==> config.mk <==
export PLATFORM = sky130hd
export DESIGN_NAME = proc_core_mc
export DESIGN_NICKNAME = d
export VERILOG_FILES = /design/src/rtl/proc_core_pkg.sv /design/src/rtl/proc_alu.sv /design/src/rtl/proc_core_mc.sv
export SDC_FILE = /design/constraint.sdc
export NUM_CORES = 1
export LEC_CHECK = 0
export ABC_AREA = 1
export BUFFER_PORTS_ARGS = -buffer_cell sky130_fd_sc_hd__buf_4
export CAP_MARGIN = 0
export CORE_AREA = 5 5 186 188
export CTS_BUF_LIST = sky130_fd_sc_hd__clkbuf_8
export DETAILED_ROUTE_END_ITERATION = 16
export DIE_AREA = 0 0 191 193
export SETUP_SLACK_MARGIN = 0.2
export SYNTH_ARGS = -nofsm -noshare
export SYNTH_HDL_FRONTEND = slang
export SYNTH_SLANG_ARGS = --single-unit
==> constraint.sdc <==
create_clock -name Clock -period 5.05 [get_ports Clock]
set_input_delay 1.01 -clock Clock [delete_from_list [all_inputs] [get_ports Clock]]
set_output_delay 1.01 -clock Clock [all_outputs]
set_load 0.05 [all_outputs]
==> src/rtl/proc_core_pkg.sv <==
// Shared definitions for the multicycle core: opcodes, branch conditions,
// FSM states and bus-select encoding.
package proc_core_pkg;

  localparam logic [2:0] OP_MV    = 3'b000;
  localparam logic [2:0] OP_MVT_B = 3'b001;
  localparam logic [2:0] OP_ADD   = 3'b010;
  localparam logic [2:0] OP_SUB   = 3'b011;
  localparam logic [2:0] OP_LD    = 3'b100;
  localparam logic [2:0] OP_ST    = 3'b101;
  localparam logic [2:0] OP_AND   = 3'b110;
  localparam logic [2:0] OP_RSVD  = 3'b111;

  localparam logic [2:0] COND_AL = 3'b000;
  localparam logic [2:0] COND_EQ = 3'b001;
  localparam logic [2:0] COND_NE = 3'b010;
  localparam logic [2:0] COND_CC = 3'b011;
  localparam logic [2:0] COND_CS = 3'b100;
  localparam logic [2:0] COND_PL = 3'b101;
  localparam logic [2:0] COND_MI = 3'b110;
  localparam logic [2:0] COND_NV = 3'b111;

  typedef enum logic [2:0] {FETCH, WAIT, DECODE, E1, E2, E3} state_t;

  // Register selects occupy codes 0..7 so a register index maps directly.
  typedef enum logic [3:0] {
    SEL_R0, SEL_R1, SEL_R2, SEL_R3, SEL_R4, SEL_R5, SEL_R6, SEL_R7,
    SEL_G, SEL_DIN, SEL_D, SEL_MVT
  } bus_sel_t;

  typedef enum logic [1:0] {ALU_ADD, ALU_SUB, ALU_AND} alu_op_t;

  function automatic bus_sel_t reg_sel(input logic [2:0] idx);
    return bus_sel_t'({1'b0, idx});
  endfunction

  function automatic logic cond_true(input logic [2:0] cond, input logic z,
                                     input logic n, input logic c);
    case (cond)
      COND_AL: return 1'b1;
      COND_EQ: return z;
      COND_NE: return !z;
      COND_CC: return !c;
      COND_CS: return c;
      COND_PL: return !n;
      COND_MI: return n;
      default: return 1'b0;
    endcase
  endfunction

endpackage

==> src/rtl/proc_alu.sv <==
// Combinational ALU: add, subtract (carry = no borrow) and bitwise AND,
// with zero, negative and carry outputs.
module proc_alu
  import proc_core_pkg::*;
#(
  parameter int DW = 16
) (
  input  alu_op_t         op,
  input  logic [DW-1:0]   a,
  input  logic [DW-1:0]   b,
  output logic [DW-1:0]   result,
  output logic            c,
  output logic            z,
  output logic            n
);

  logic [DW:0] sum;

  always_comb begin
    sum    = '0;
    result = '0;
    c      = 1'b0;
    case (op)
      ALU_ADD: begin
        sum    = {1'b0, a} + {1'b0, b};
        result = sum[DW-1:0];
        c      = sum[DW];
      end
      ALU_SUB: begin
        sum    = {1'b0, a} + {1'b0, ~b} + (DW+1)'(1);
        result = sum[DW-1:0];
        c      = sum[DW];
      end
      default: begin
        result = a & b;
        c      = 1'b0;
      end
    endcase
  end

  assign z = (result == '0);
  assign n = result[DW-1];

endmodule

==> src/rtl/proc_core_mc.sv <==
// Multicycle core with R7 as program counter: fetch, load/store,
// add/sub/and with flags, and conditional relative branches.
module proc_core_mc
  import proc_core_pkg::*;
#(
  parameter int            DW       = 16,
  parameter int            AW       = 16,
  parameter logic [DW-1:0] RESET_PC = '0
) (
  input  logic          Clock,
  input  logic          Resetn,
  input  logic          Run,
  input  logic [DW-1:0] DIN,
  output logic [AW-1:0] ADDR,
  output logic [DW-1:0] DOUT,
  output logic          W,
  output logic          Done
);

  state_t        state;
  logic [DW-1:0] regs [8];
  logic [15:0]   ir;
  logic [DW-1:0] a;
  logic [DW-1:0] g;
  logic [DW-1:0] addr_reg;
  logic          flag_z;
  logic          flag_n;
  logic          flag_c;

  logic [2:0]    op;
  logic          imm;
  logic [2:0]    rx;
  logic [2:0]    ry;
  logic [DW-1:0] d_imm;
  logic [DW-1:0] mvt_imm;

  bus_sel_t      bus_sel;
  logic [DW-1:0] bus;
  alu_op_t       alu_op;
  logic [DW-1:0] alu_res;
  logic          alu_c;
  logic          alu_z;
  logic          alu_n;

  assign op      = ir[15:13];
  assign imm     = ir[12];
  assign rx      = ir[11:9];
  assign ry      = ir[2:0];
  assign d_imm   = {{(DW-9){ir[8]}}, ir[8:0]};
  assign mvt_imm = {ir[7:0], {(DW-8){1'b0}}};
  assign ADDR    = addr_reg[AW-1:0];

  always_comb begin
    bus_sel = SEL_G;
    case (state)
      FETCH: bus_sel = SEL_R7;
      E1: begin
        case (op)
          OP_MV:                  bus_sel = imm ? SEL_D : reg_sel(ry);
          OP_MVT_B:               bus_sel = imm ? SEL_MVT : SEL_R7;
          OP_ADD, OP_SUB, OP_AND: bus_sel = reg_sel(rx);
          OP_LD, OP_ST:           bus_sel = reg_sel(ry);
          default:                bus_sel = SEL_G;
        endcase
      end
      E2: begin
        case (op)
          OP_ST:    bus_sel = reg_sel(rx);
          OP_MVT_B: bus_sel = SEL_D;
          default:  bus_sel = imm ? SEL_D : reg_sel(ry);
        endcase
      end
      E3: bus_sel = (op == OP_LD) ? SEL_DIN : SEL_G;
      default: bus_sel = SEL_G;
    endcase
  end

  always_comb begin
    case (bus_sel)
      SEL_G:   bus = g;
      SEL_DIN: bus = DIN;
      SEL_D:   bus = d_imm;
      SEL_MVT: bus = mvt_imm;
      default: bus = regs[bus_sel[2:0]];
    endcase
  end

  // Branches reuse the adder to form the target from the incremented PC.
  always_comb begin
    case (op)
      OP_SUB:  alu_op = ALU_SUB;
      OP_AND:  alu_op = ALU_AND;
      default: alu_op = ALU_ADD;
    endcase
  end

  proc_alu #(.DW(DW)) u_alu (
    .op     (alu_op),
    .a      (a),
    .b      (bus),
    .result (alu_res),
    .c      (alu_c),
    .z      (alu_z),
    .n      (alu_n)
  );

  always_comb begin
    Done = 1'b0;
    case (state)
      E1:      Done = (op == OP_MV) || (op == OP_RSVD) || (op == OP_MVT_B && imm);
      E2:      Done = (op == OP_ST);
      E3:      Done = 1'b1;
      default: Done = 1'b0;
    endcase
  end

  always_ff @(posedge Clock or negedge Resetn) begin
    if (!Resetn) begin
      state <= FETCH;
      for (int i = 0; i < 7; i++) regs[i] <= '0;
      regs[7]  <= RESET_PC;
      ir       <= '0;
      a        <= '0;
      g        <= '0;
      addr_reg <= '0;
      flag_z   <= 1'b0;
      flag_n   <= 1'b0;
      flag_c   <= 1'b0;
      DOUT     <= '0;
      W        <= 1'b0;
    end else begin
      W <= 1'b0;
      case (state)
        FETCH: begin
          if (Run) begin
            addr_reg <= bus;
            regs[7]  <= regs[7] + DW'(1);
            state    <= WAIT;
          end
        end
        WAIT: state <= DECODE;
        DECODE: begin
          ir    <= DIN[15:0];
          state <= E1;
        end
        E1: begin
          state <= E2;
          case (op)
            OP_MV: begin
              regs[rx] <= bus;
              state    <= FETCH;
            end
            OP_MVT_B: begin
              if (imm) begin
                regs[rx] <= bus;
                state    <= FETCH;
              end else begin
                a <= bus;
              end
            end
            OP_ADD, OP_SUB, OP_AND: a <= bus;
            OP_LD, OP_ST:           addr_reg <= bus;
            default:                state <= FETCH;
          endcase
        end
        E2: begin
          state <= E3;
          case (op)
            OP_ADD, OP_SUB, OP_AND: begin
              g      <= alu_res;
              flag_z <= alu_z;
              flag_n <= alu_n;
              flag_c <= alu_c;
            end
            OP_MVT_B: g <= alu_res;
            OP_ST: begin
              DOUT  <= bus;
              W     <= 1'b1;
              state <= FETCH;
            end
            default: ;
          endcase
        end
        E3: begin
          state <= FETCH;
          case (op)
            OP_ADD, OP_SUB, OP_AND, OP_LD: regs[rx] <= bus;
            OP_MVT_B: if (cond_true(rx, flag_z, flag_n, flag_c)) regs[7] <= bus;
            default: ;
          endcase
        end
        default: state <= FETCH;
      endcase
    end
  end

endmodule

---- After elaboration in Yosys (flattened, before gate mapping) ----
Index checks and enable logic that the tools add are counted.
W data, S select, Z words.
storage, ports and cells
  register bits ........................... 215
  bits of input ports ..................... 19
  output and inout bits ................... 34
  word-level logic and storage cells ...... 128
cells by class
  add/sub/neg operators ................... 4
  $lt $le $gt $ge ......................... 3
  equality and inequality tests ........... 31
  mux-type cells .......................... 40
  bitwise logic cells ..................... 4
  reduce and logical (&&, ||, !) cells .... 28
operators by type and width
  operator                 count
  $pmux W128 S2            1
  $pmux W112 S2            1
  $bwmux W128              1
  $mux W128                1
  $mux W16                 8
  $pmux W16 S2             4
  $mux W112                1
  $pmux W16 S4             1
  $bmux W16 S3             1
  $demux W16 S3            1
  $pmux W16 S3             1
  $add A16 B16 Y17         2
  $pmux W4 S4              2
  $eq A3 B3 Y1 const B     9
  $eq A3 B2 Y1 const B     6
  $add A17 B1 Y17 const B  1
  $add A16 B1 Y16 const B  1
  $and A16 B16 Y16         1
  $eq A4 B4 Y1 const B     4
  $logic_not A16 Y1        1
  $not A16 Y16             1
  $pmux W3 S5              1
  $eq A3 B1 Y1 const B     3
  $logic_not A3 Y1         3
  other kinds (31)         54

---- Depth between registers and ports, before layout ----
  depth after elaboration ................. 14
  gate-level depth with buffers ........... 37

---- Cells and area by module ----
From an unflattened synthesis, not the netlist that was laid out.
unflattened totals
  cell total of the unflattened synthesis .. 2,064
  area, all modules ....................... 13,792.0 µm²
by module, submodules not included
  module        times used  cells each  area each (µm²)  sequential area each (µm²)
  proc_core_mc  1           1,595       11,428.5         5,380.2
  proc_alu      1           469         2,363.5          0.0

---- Worst setup path after synthesis ----
No wires, ideal clock.
  path kind ............................... flip-flop to flip-flop
  start point ............................. register ir[15]
  end point ............................... register flag_z
  setup time .............................. 0.065 ns
  data arrival time ....................... 3.841 ns
  slack ................................... 1.144 ns
  stages on the path, launching flop included .. 35
  path buffers ............................ 4
  cell sequence ........................... dfrtp_1 buf_2 nor2_2 nand2_1 nand2_1 nor2_1 nand2_1 nand2_1 nand2_4 nand2_1 buf_6 or2_2 o211ai_1 nand2_1 nand3_1 buf_4 inv_1 ha_1 clkbuf_1 inv_1 nand2_1 nand2_1 a21oi_1 o21ai_0 nand2_1 nand2_1 nand2_1 nand3_1 nand3_1 nand3_1 nor2_1 nand2_1 nor2_1 nand3_1 nand2_1
on the way
  longest elaborated chain between the ends .. 14
ends and longest elaborated chain
  item                                                         line                 text
  start, declared                                              proc_core_mc.sv:22   logic [15:0] ir;
  start signal, assigned                                       proc_core_mc.sv:143  ir <= DIN[15:0];
  $eq A3 B2 Y1 (tied with other cells)                         proc_core_mc.sv:58   case (op)
  $reduce_or A3 Y1 / $reduce_or A2 Y1 (equally long branches)  proc_core_mc.sv:58
  $pmux W4 S4                                                  proc_core_mc.sv:58
  $pmux W4 S4 (*)                                              proc_core_mc.sv:55   case (state)
  $not A3 Y4 (implied by the code)                             proc_core_mc.sv:84   default: bus = regs[bus_sel[2:0]];
  $bmux W16 S3                                                 proc_core_mc.sv:84
  $mux W16 (implied by the code) (2 in series)                 proc_core_mc.sv:84
  $pmux W16 S4 (*)                                             proc_core_mc.sv:79   case (bus_sel)
  net bus[2]                                                   proc_core_mc.sv:38   logic [DW-1:0] bus;
  $not A16 Y16                                                 proc_alu.sv:30       sum = {1'b0, a} + {1'b0, ~b} + (DW+1)'(1);
  $add A16 B16 Y17                                             proc_alu.sv:30
  $add A17 B1 Y17                                              proc_alu.sv:30
  $pmux W16 S2 (*)                                             proc_alu.sv:23       case (op)
  $logic_not A16 Y1 (*)                                        proc_alu.sv:41       assign z = (result == '0);
  end signal, assigned                                         proc_core_mc.sv:171  flag_z <= alu_z;
  end, declared                                                proc_core_mc.sv:26   logic flag_z;
The timed path passes the listed nets; every way through them passes the cells marked *. The select of a mux whose other input is x is not followed.
A chain may end at the register's enable or synchronous reset.

---- Final worst setup path ----
  start point ............................. register ir[14]
  end point ............................... register flag_z
The elaborated chain is that of the path after synthesis.

==> flow_summary.json <==
{
  "status": "complete, no violations",
  "grt_max_degree": 123,
  "critPathCaptureType": "register",
  "fin_util_pct": 43.8,
  "final_cell_mix": "nand2_1 (443), dfrtp_1 (212), nor2_1 (152)",
  "portBuffers": 52,
  "num_antenna_cells": 0,
  "die_h_um": 193,
  "wl_met2_um": 19200,
  "fill_cells": 3423,
  "clock_path_buffers": 3,
  "worstMarginPinSlew_ns": 1.11,
  "cts-root-buf": "clkbuf_8",
  "area_growth_syn_to_layout_pct": 14.6,
  "crit_arrival_ns": 5.06,
  "numCtsBuffers": 39,
  "finalSetupViolCount": 0,
  "vias": 12000,
  "path_common_cell": "nand2_1",
  "htree_levels": 2,
  "core_um2": 32900,
  "pre_cts_ws_ns": 0.241,
  "postRouteAntennaNets": 0,
  "maxSlewHeadroom_pct": 26.1,
  "clk_latency_ns": 0.57,
  "async_flop_share_pct": 100,
  "grt_pass1_wl_um": 67700,
  "drive_gt1_share_pct": 14.3,
  "track_usage_pct": 23.7,
  "critPathRequiredTime_ns": 5.55,
  "highest_layer": "met4",
  "slew_viol_final": 0,
  "cts_tree": "done",
  "routedWlPerCell_um": 19.8,
  "synth.avg_cell_area_um2": 7.45,
  "crit_type": "register to register",
  "worstHoldPathType": "primary input to asynchronous set/reset pin",
  "postSynthCellCount": 1691,
  "final_common_cell": "nand2_1",
  "design.die.area_um2": 36900,
  "cp-startpoint": "ir[14]",
  "fmaxAchievable_mhz": 219,
  "hold_viol": 0,
  "start_util_pct": 38.3,
  "setup_slack_ns": 0.487,
  "crit_path_max_fanout": 10,
  "synthFlopType": "dfrtp_1",
  "hold_buffers": 0,
  "timing.final.crit_share_pct": 90.4,
  "clk_pin_slew_worst_paths_ns": 0.06,
  "rsz0062_at_grt": "yes",
  "nets": 1808,
  "yosysWarnings": 0,
  "synth_cell_types": 46,
  "met3_length_um": 3490,
  "cp-start-kind": "register",
  "synth_fp_nets": 1746,
  "cap_violations": 0,
  "num_io_pins": 53,
  "grt_pass1_vias": 11300,
  "regToRegStartpoint": "ir[14]",
  "netlist_area_um2": 12600,
  "cpPeakStageDelay_ns": 0.47,
  "die_x_um": 191,
  "layout_min_cycle_time_ns": 4.56,
  "timing.setup.tns_ns": 0,
  "cts_sinks": 215,
  "met1_length_um": 19700,
  "first_iter_violations": 1139,
  "synth-seq-cells": 215,
  "cpMaxStageDelayCell": "dfrtp_2",
  "rows": 67,
  "fin_skew_ns": 0.0452,
  "wl_um": 44100,
  "grt_antenna_before_repair": 1,
  "drtPass1Iterations": 6,
  "hpwl_um": 32100,
  "overflow": 0,
  "synth_edf_count": 0,
  "via_per_inst": 5.39,
  "yosysSeqAreaShare_pct": 42.7,
  "post-route-drc-count": 0,
  "place_congestion": 0.971
}
## per-layer routing
metal	global-route usage, %	vias to the layer above
li1	-	5790
met1	33.9	5647
met2	36.2	489
met3	4.20	94
met4	8.67	0
met5	0	-
## sequential cells by signal, indices dropped and copies added (netlist names)
register and flops:
ADDR 16, DOUT 16, W 1, a 16, flag_c 1, flag_n 1, flag_z 1, g 16
ir 16, regs 128, state 3
## final cells by class
type	instances	area [um2]	area share [%]
multi-input combinational	1245	6310	43.7
tap	448	561	3.88
timing repair buffer	103	827	5.72
clock buffer	50	688	4.76
sequential	215	5380	37.3
inverter	149	574	3.98
clock inverter	21	100	0.693
## worst paths after layout
kind / end / slack [ns] / cells past startpoint
hold reg to reg: regs[100] / 0.48 / 2
hold / removal: DOUT[13] / 0.48 / 1
setup / recovery: flag_z / 0.49 / 29
max in group asynchronous: ir[13] / 3.52 / 2
setup reg to reg: flag_z / 0.49 / 29
min in group Clock: regs[100] / 0.48 / 2
## worst max-delay path: cells and delay by family (launching register included)
| family | cells | cell delay [ns] |
|---|---|---|
| flops | 1 | 0.47 |
| simple gates | 23 | 2.67 |
| fa+ha+maj | 1 | 0.45 |
| compound gates | 2 | 0.42 |
| buf+inv | 3 | 0.46 |
## timing repair
item / in CTS / in global routing
pin swaps: 0 / 1
setup buffers: 0 / 4
gates cloned: 0 / 1
gates resized for setup: 1 / 23
endpoints found under the setup margin: 1 / 8
## through the flow
step | hold slack (ns) | cells | area (um2)
2_1_floorplan | 0.449 | 1691 | 12600
3_3_place_gp | 0.466 | 2155 | 13500
3_5_place_dp | 0.468 | 2155 | 13500
4_1_cts | 0.484 | 2226 | 14300
5_1_grt | 0.496 | 2231 | 14400
6_report | 0.480 | 2231 | 14400
## synth_stat cells (9+ instances only)
cell       instances  share of area, %
nor3_1            24              0.95
o21ai_1          116               4.6
o21ai_0          114               4.5
nor2_1           153               4.6
a21oi_1           84               3.3
o21ai_2           42               2.9
o211ai_1          20               1.2
clkbuf_1          47               1.4
o22ai_1           15              0.74
buf_2             19              0.75
nand2_1          444                13
o21a_1             9              0.54
nand4_1           23               1.1
o2111ai_1         10              0.69
ha_1              34               3.4
dfrtp_1          215                43
inv_1            136               4.0
nand3_1           98               3.9
## kinds of logic (layout without fill, tap and decap cells)
kind of cell | after synthesis | count (layout) | synth area share, %
XOR/XNOR | 3 | 3 | 0.208
adder cells (fa/ha/maj) | 36 | 36 | 3.69
flip-flops | 215 | 215 | 42.7
multiplexers | 1 | 1 | 0.0893
buffers and inverters | 231 | 323 | 7.68
AO/OA/AOI/OAI | 429 | 429 | 19.8
AND/OR/NAND/NOR | 776 | 776 | 25.8
Power is left out: the tool's default activity adds up to more than one toggle a clock period on the data nets, which glitch-free logic cannot reach.
